--- src/rtl/mux_ctrl_pkg.sv ---
// Shared constants, state encoding and helpers for the round-robin mux controller.
package mux_ctrl_pkg;

    localparam int NUM_REQ = 8;
    localparam int SEL_W   = 3;

    typedef enum logic {
        IDLE = 1'b0,
        HOLD = 1'b1
    } state_t;

    function automatic logic [NUM_REQ-1:0] onehot8(input logic [SEL_W-1:0] idx);
        logic [NUM_REQ-1:0] v;
        v      = '0;
        v[idx] = 1'b1;
        return v;
    endfunction

endpackage

--- src/rtl/mux8_1.sv ---
// Single-bit 8:1 multiplexer, one slice of the shared datapath.
module mux8_1 (
    input  logic [7:0] d,
    input  logic [2:0] s,
    output logic       y
);

    assign y = d[s];

endmodule

--- src/rtl/rr_pick8.sv ---
// Rotating-priority picker: first set request at or after ptr, searching upward mod 8.
module rr_pick8
    import mux_ctrl_pkg::*;
(
    input  logic [NUM_REQ-1:0] req,
    input  logic [SEL_W-1:0]   ptr,
    output logic [SEL_W-1:0]   win,
    output logic               found
);

    logic [2*NUM_REQ-1:0] dbl;
    logic [NUM_REQ-1:0]   rot;
    logic [SEL_W-1:0]     off;

    // rot[i] is req[(ptr+i) mod 8], so bit 0 is the current highest priority.
    assign dbl   = {req, req};
    assign rot   = dbl[ptr +: NUM_REQ];
    assign found = |req;

    always_comb begin
        off = '0;
        for (int i = NUM_REQ - 1; i >= 0; i--) begin
            if (rot[i]) begin
                off = SEL_W'(i);
            end
        end
    end

    assign win = ptr + off;

endmodule

--- src/rtl/mux8_rr_ctrl.sv ---
// Round-robin controller sharing an 8:1 mux among eight requesters, with a
// registered valid/ready output word and a one-cycle grant pulse.
module mux8_rr_ctrl
    import mux_ctrl_pkg::*;
#(
    parameter int WIDTH = 8
) (
    input  logic                       clk,
    input  logic                       rst_n,
    input  logic [NUM_REQ-1:0]         req,
    input  logic [NUM_REQ*WIDTH-1:0]   din,
    output logic [NUM_REQ-1:0]         gnt,
    output logic [SEL_W-1:0]           sel,
    output logic [WIDTH-1:0]           y,
    output logic                       y_valid,
    input  logic                       y_ready,
    output logic                       busy
);

    state_t               state_q;
    state_t               state_d;
    logic [SEL_W-1:0]     ptr_q;
    logic [SEL_W-1:0]     win;
    logic                 found;
    logic                 capture;
    logic [WIDTH-1:0]     y_mux;

    logic [WIDTH-1:0]     y_p0;
    logic [SEL_W-1:0]     sel_p0;
    logic [NUM_REQ-1:0]   gnt_p0;
    logic                 vld_p0;

    rr_pick8 u_pick (
        .req   (req),
        .ptr   (ptr_q),
        .win   (win),
        .found (found)
    );

    // Bit-sliced datapath: slice b gathers bit b of every source word.
    for (genvar b = 0; b < WIDTH; b++) begin : g_slice
        logic [NUM_REQ-1:0] col;
        for (genvar k = 0; k < NUM_REQ; k++) begin : g_col
            assign col[k] = din[k*WIDTH + b];
        end
        mux8_1 u_mux (
            .d (col),
            .s (win),
            .y (y_mux[b])
        );
    end

    always_ff @(posedge clk or negedge rst_n) begin
        if (!rst_n) begin
            state_q <= IDLE;
        end else begin
            state_q <= state_d;
        end
    end

    always_comb begin
        state_d = state_q;
        case (state_q)
            IDLE: if (found) state_d = HOLD;
            HOLD: if (y_ready) state_d = found ? HOLD : IDLE;
            default: state_d = IDLE;
        endcase
    end

    // A held word blocks new captures until the consumer takes it.
    always_comb begin
        vld_p0  = (state_q == HOLD);
        capture = found && ((state_q == IDLE) || y_ready);
    end

    // ---- capture stage: winner data, index, grant and pointer ----
    always_ff @(posedge clk or negedge rst_n) begin
        if (!rst_n) begin
            y_p0   <= '0;
            sel_p0 <= '0;
            gnt_p0 <= '0;
            ptr_q  <= '0;
        end else begin
            gnt_p0 <= capture ? onehot8(win) : '0;
            if (capture) begin
                y_p0   <= y_mux;
                sel_p0 <= win;
                ptr_q  <= win + SEL_W'(1);
            end
        end
    end

    assign y       = y_p0;
    assign sel     = sel_p0;
    assign gnt     = gnt_p0;
    assign y_valid = vld_p0;
    assign busy    = vld_p0;

endmodule

--- config.mk ---
export PLATFORM = sky130hd
export DESIGN_NAME = mux8_rr_ctrl
export DESIGN_NICKNAME = d
export VERILOG_FILES = /design/src/rtl/mux_ctrl_pkg.sv /design/src/rtl/mux8_1.sv /design/src/rtl/rr_pick8.sv /design/src/rtl/mux8_rr_ctrl.sv
export SDC_FILE = /design/constraint.sdc
export NUM_CORES = 1
export LEC_CHECK = 0
export ABC_AREA = 1
export CORE_MARGIN = 2
export CORE_UTILIZATION = 41
export DETAILED_ROUTE_END_ITERATION = 16
export GPL_ROUTABILITY_DRIVEN = 0
export MAX_ROUTING_LAYER = met4
export PLACE_DENSITY = 0.81
export SLEW_MARGIN = 20
export SYNTH_ARGS = -nofsm -noshare
export SYNTH_HDL_FRONTEND = slang
export SYNTH_SLANG_ARGS = --single-unit
--- constraint.sdc ---
create_clock -name clk -period 3.6 [get_ports clk]
set_input_delay 0.72 -clock clk [delete_from_list [all_inputs] [get_ports clk]]
set_output_delay 0.72 -clock clk [all_outputs]
set_load 0.01 [all_outputs]
# Yosys cells after proc, flatten, opt, wreduce, memory -nomap -nowiden
# Index checks and enable logic that the tools add are counted.
# Widths: inputs -> output; s select.
# classes
add_sub_neg,2
n_mul,0
n_div,0
order_cmp,2
n_eq_ne,0
n_shift,1
muxes,30
n_bitwise,1
n_reduce_logical,4
# op_table
op,n
$bmux 1 s3,8
$mux 3,8
$shiftx 16x4->8,1
$mux 1,11
$mux 8,1
$reduce_or 8->1,1
$lt 3x4->1 const B,1
$add 3x1->3 const B,1
$add 3x3->3,1
$demux 1 s3,1
$ge 3x1->1 const B,1
$logic_and 1x1->1,2
$pmux 1 s2,1
$logic_or 1x1->1,1
$not 1->1,1
# word_totals
register_bits,23
latchBits,0
ramBits,0
romBits,0
in_bits,75
out_inout_bits,21
wordCells,45
n_memories,0

# Longest topological paths before layout
# logic_depth
depth_word,15
mapped_depth,22
depth_no_buf,21

# By module
# A second synthesis with hierarchy kept.
# unflattened
cells_unflattened,416
hier_area_um2,2307.2
# by_module_without_submodules
module,n_inst,cells_per_inst,area_each_um2,seq_area_each_um2
mux8_rr_ctrl,1,94,894.6,575.6
mux8_1,8,28,110.1,0.0
rr_pick8,1,98,531.8,0.0

# Worst setup path before layout
# OpenSTA, ideal clock, no wires.
# synth_path
kind,input port to flip-flop
startpoint,input req[7]
endpoint,register ptr_q[2]
setup_time_ps,117
arrival_ps,2932
required_ps,3483
setup_slack_ps,552
cell_stages,19
n_path_buf,1
path_cell_list,nand2_1 > nand3_2 > nand3_1 > nand2_1 > inv_1 > a21oi_1 > o21ai_0 > nand2_1 > a21boi_0 > ha_1 > inv_1 > fa_1 > clkinv_1 > buf_2 > ha_1 > inv_1 > o21ai_0 > nand2_1 > nand2_1
# synth_between
elab_chain_cells,11
elab_cells_between_ends,13
cone_classes,2 x add/sub; 1 x shift; 8 x mux; 2 x reduce/logical
# synth_lines
element,line_no,rtl
start: declaration,mux8_rr_ctrl.sv:10,"input logic [NUM_REQ-1:0] req,"
$shiftx 16x4->8 (*),rr_pick8.sv:17,assign rot = dbl[ptr +: NUM_REQ];
$mux 3 (7 in a row),rr_pick8.sv:23,if (rot[i]) begin
$mux 3 (*),rr_pick8.sv:23,
$add 3x3->3 (*),rr_pick8.sv:29,assign win = ptr + off;
net g_slice[0].u_mux.s[1],mux8_1.sv:4,"input logic [2:0] s,"
$add 3x1->3 (*),mux8_rr_ctrl.sv:88,ptr_q <= win + SEL_W'(1);
end signal: assignment,mux8_rr_ctrl.sv:88,
end: declaration,mux8_rr_ctrl.sv:22,logic [SEL_W-1:0] ptr_q;
# The timed path passes the listed nets; every way through them passes the cells marked *.
# A chain may end at the register's enable or synchronous reset.

# Final worst setup path
# layout_path
startpoint,input req[2]
endpoint,register y_p0[7] (netlist: y[7])
# layout_between
elab_chain_cells,12
elab_cells_between_ends,14
cone_classes,1 x add/sub; 1 x shift; 10 x mux; 2 x reduce/logical
# layout_lines
element,line_no,rtl
$shiftx 16x4->8,rr_pick8.sv:17,
$mux 3 (8 in a row),rr_pick8.sv:23,
$add 3x3->3,rr_pick8.sv:29,
$bmux 1 s3,mux8_1.sv:8,assign y = d[s];
$mux 1 (implied by the code),mux8_1.sv:8,
end signal: assignment,mux8_rr_ctrl.sv:86,y_p0 <= y_mux;
end: declaration,mux8_rr_ctrl.sv:28,logic [WIDTH-1:0] y_p0;
# Parallel ways exist; a longest one is shown, timed or not. The select of a mux whose other input is x is not followed.

==> results by stage <==
Clock tree:
- In this run, CTS created clock tree buffers numbering 3.
- The tree built by TritonCTS fans out to 23 sinks.
- After clock tree synthesis, the clock-pin slew on the worst setup and hold paths is 0.08 ns.
- The total number of H-tree levels is 1.
- CTS placed an instance of sky130_fd_sc_hd__clkbuf_8 at the clock tree root.
- The insertion delay of the later-clocked pin in the worst-skew pair is 0.26 ns.
- No sink is reached through more buffers than the 2 on the longest clock path.
- The clock tree from TritonCTS is built.
- The number of buffers inserted by hold repair at cts is 0.

Route:
- Summed over all nets, wire length on met2 after detailed routing comes to 2.90 mm.
- The per-cell routed wire length is 12.1 um.
- After detailed routing, the number of remaining DRC violations is 0.
- The met3 layer wire length in the routed design is 256 um.
- The number of nets with antenna violations after routing is 0.
- For this block, wires on met1 add up to around 2.4 mm.
- The via count normalized by instance count is 5.05.
- The iteration-0 DRC count of the detailed router is 133.
- The pre-antenna-repair detailed-routing pass consisted of 4 iterations.
- The count of vias placed by the detailed router is 2,344.
- Wires add up to 5.63 mm.
- The detailed router used layers up to and including met4.

Die:
- The floorplan step defined a die boundary enclosing about 0.0055 mm2.
- The height of the die is 73.9 um.
- The die is 73.9 um wide.
- The region available for standard cell placement spans about 0.0047 mm2.
- The initialized floorplan defines 25 standard-cell rows.
- Once the floorplan was initialized, standard cells occupied 42.4% of the core.
- During I/O placement, the number of pins put on the boundary was 96.

Run status:
- The flow ran to the end, and the final reports show no timing, DRC or antenna violations.

Place:
- In this run the tool buffered the top-level ports with 95 buffer cells.
- The detailed placer's ending HPWL is 4.55 mm.
- The area after detailed placement is 0.00308 mm2.

Synth:
- Counting flops and latches in the post-synthesis netlist gives 23.
- Synthesis produced a netlist with a net count of 377.
- After synthesis, the mean cell area works out to 6.69 um2.
- For this run, the leading register cell type out of synthesis is sky130_fd_sc_hd__dfrtp_1.
- The proportion of netlist area held by the largest area contributor is 28.8%.
- sky130_fd_sc_hd__nand2_1 is the most common cell in the netlist.
- Yosys printed 0 warnings.
- Synthesis produced a netlist whose cell count is 299.
- The number of different library cells used by synthesis comes to 30.
- By area the synthesized netlist is led by sky130_fd_sc_hd__dfrtp_1 29%, sky130_fd_sc_hd__nand2_1 17%, sky130_fd_sc_hd__nand3_1 8.8%.
- Counting instances in the post-synthesis netlist gives the leading cell types as 89 x sky130_fd_sc_hd__nand2_1, 35 x sky130_fd_sc_hd__nand3_1, 24 x sky130_fd_sc_hd__nor2_1.
- The cell type with the largest total area after synthesis is sky130_fd_sc_hd__dfrtp_1.
- The proportion of register bits with asynchronous set or reset after synthesis is 100%.
- The sequential area share after synthesis is about 29%.
- The summed instance area of the synthesized netlist is 0.00200 mm2.
- The count of flip-flops with a built-in enable after synthesis is 0.

Worst hold path:
- In this run the worst hold path is classified as input port to async pin.

Worst setup path:
- The maximum single-stage delay on the critical path is about 0.51 ns.
- The required time of the critical path is 3.76 ns.
- Traced cell by cell, the critical path runs through clkdlybuf4s50_1 > nand2_1 > nand3_2 > nand3_1 > nand2_1 > a21oi_1 > o21ai_0 > nand2_1 > a21boi_2 > ha_1 > inv_1 > fa_1 > clkinv_1 > buf_12 > a21oi_1 > a32o_1 > nand3_1 > nand3_1 > nand2_1.
- The cell type with the highest occurrence count on the critical path is sky130_fd_sc_hd__nand2_1.
- The maximum fanout along the worst path is 27.
- STA puts the critical path data arrival time at around 3.5 ns.
- The slowest cell on the critical path is sky130_fd_sc_hd__clkdlybuf4s50_1.
- The worst setup path is of the input port to flop kind.
- The kind of launch point of the worst setup path is an input port.
- STA classifies the critical path endpoint as a flop.

Layout:
- The share of cells above drive strength 1 is approximately 17%.
- The number of antenna diodes in the final layout is 0.
- In the final layout, flip-flops and latches occupy 576 um2.
- The area of all placed cells without fillers is 0.00316 mm2.
- The count of nets after finishing is 476.
- The filler cell count in the final layout is 429.
- The combined area of the multi-input logic cells is 0.00128 mm2.
- Relative to the synthesized area, the layout overhead comes to 58.0%.

Global routing:
- The maximum number of pins on one net before global-route repair is 28.
- The first-pass GRT wire length is ~9.4 mm.
- In the global route stage, overall resource usage came out at 22.2%.
- The total overflow left after global routing is 0.
- The number of global-route vias before repair is 2,240.
- The initial antenna violation count came to 0.

STA:
- At the pin with the least slew margin, the transition time is 0.513 ns.
- For this run, the top clock speed supported by timing is 299 MHz.
- The share of the clock period used by the worst path is 92.9%.
- Summed over all failing endpoints, the final setup total negative slack is 0 ns.
- The setup skew after layout is 0.000900 ns.
- The headroom to the max-slew limit is 65.8%.
- The max-slew violation count is 0.
- Setup violations remaining at the end of the flow were counted as 0.
- The clock period minus worst slack is ~3.3 ns.
- The count of endpoints failing hold in the final timing report is 0.

Job:
- The number of max-cap violations is 0.
critical path, delay by kind of cell:
family          cells  cell delay [ns]
buf+inv             4             0.83
simple gates        8             0.70
fa+ha+maj           2             0.65
compound gates      5             0.59
metal layers:
metal | track usage [%] | vias up
met1 | 25.8 | 1073
met4 | 4.85 | 0
met2 | 40.3 | 82
li1 | - | 1181
met3 | 3.02 | 8
met5 | - | -
registers in the layout, indices dropped and copies added, names as in the netlist:
register,count
busy,1
gnt,8
ptr_q,3
sel,3
y,8
area by class of cell:
cell class	count	share of cell area (%)
inverter	20	2.61
multi-input combinational	239	40.4
sequential	23	18.2
clock inverter	1	0.158
timing repair buffer	111	34.7
clock buffer	3	1.31
tap	67	2.65
final timing paths:
kind	start	to	slack, ns	cells past startpoint
max in group asynchronous	rst_n	y[1]	2.84	1
worst min register to register	y[4]	y[4]	0.49	2
worst min-delay path	rst_n	sel[1]	0.42	1
min in group clk	y[4]	y[4]	0.49	2
worst max register to register	ptr_q[0]	y[7]	0.43	20
worst max-delay path	req[2]	y[7]	0.26	19
timing repair:
item,in CTS,in global routing
endpoints found under the setup margin,0,14
resized for setup,0,12
hold endpoints to repair,0,0
buffers inserted,0,0
logic make-up after synthesis:
| kind of cell | after synthesis | synth area share (%) |
|---|---|---|
| AOI/OAI and AO/OA | 48 | 14.8 |
| and+or+nand+nor | 187 | 44.7 |
| DFF | 23 | 28.8 |
| adders and majority gates | 3 | 2.25 |
| xor gates and xnor gates | 1 | 0.438 |
| buffers and inverters | 37 | 9.07 |
through the flow:
stage          util [%]  worst slack [ns]  std cells  hold WS [ns]
2_1_floorplan         -             0.552        299         0.424
3_3_place_gp       65.2           -0.0347        460         0.463
3_5_place_dp       65.2           -0.0648        460         0.471
4_1_cts            66.2             0.194        464         0.493
5_1_grt            66.9           -0.0423        464         0.455
6_report           66.9             0.256        464         0.419
cell usage in the layout, fill, tap and decap left out:
cell type,count
sky130_fd_sc_hd__o21ai_0,21
sky130_fd_sc_hd__clkinv_1,1
sky130_fd_sc_hd__a32o_1,8
sky130_fd_sc_hd__nor2_2,2
sky130_fd_sc_hd__clkbuf_8,3
sky130_fd_sc_hd__buf_2,1
sky130_fd_sc_hd__nor2_1,24
sky130_fd_sc_hd__nand2_2,27
sky130_fd_sc_hd__buf_12,2
sky130_fd_sc_hd__o22ai_1,8
sky130_fd_sc_hd__nor3_1,1
sky130_fd_sc_hd__ha_1,2
sky130_fd_sc_hd__dlymetal6s2s_1,2
sky130_fd_sc_hd__nand2_4,2
sky130_fd_sc_hd__nor4_1,2
sky130_fd_sc_hd__a21boi_2,1
sky130_fd_sc_hd__nand3_1,31
sky130_fd_sc_hd__inv_6,1
sky130_fd_sc_hd__nand2_1,85
sky130_fd_sc_hd__fa_1,1
sky130_fd_sc_hd__clkdlybuf4s50_1,92
sky130_fd_sc_hd__nand3_4,1
sky130_fd_sc_hd__dfrtp_1,23
sky130_fd_sc_hd__inv_4,1
sky130_fd_sc_hd__inv_1,17
sky130_fd_sc_hd__o21bai_1,1
sky130_fd_sc_hd__xor2_1,1
sky130_fd_sc_hd__a21oi_1,9
sky130_fd_sc_hd__nand3_2,11
sky130_fd_sc_hd__buf_4,14
sky130_fd_sc_hd__nor2_4,1
sky130_fd_sc_hd__clkinv_2,1
Power is left out: the tool's default activity adds up to more than one toggle a clock period on the data nets, which glitch-free logic cannot reach.
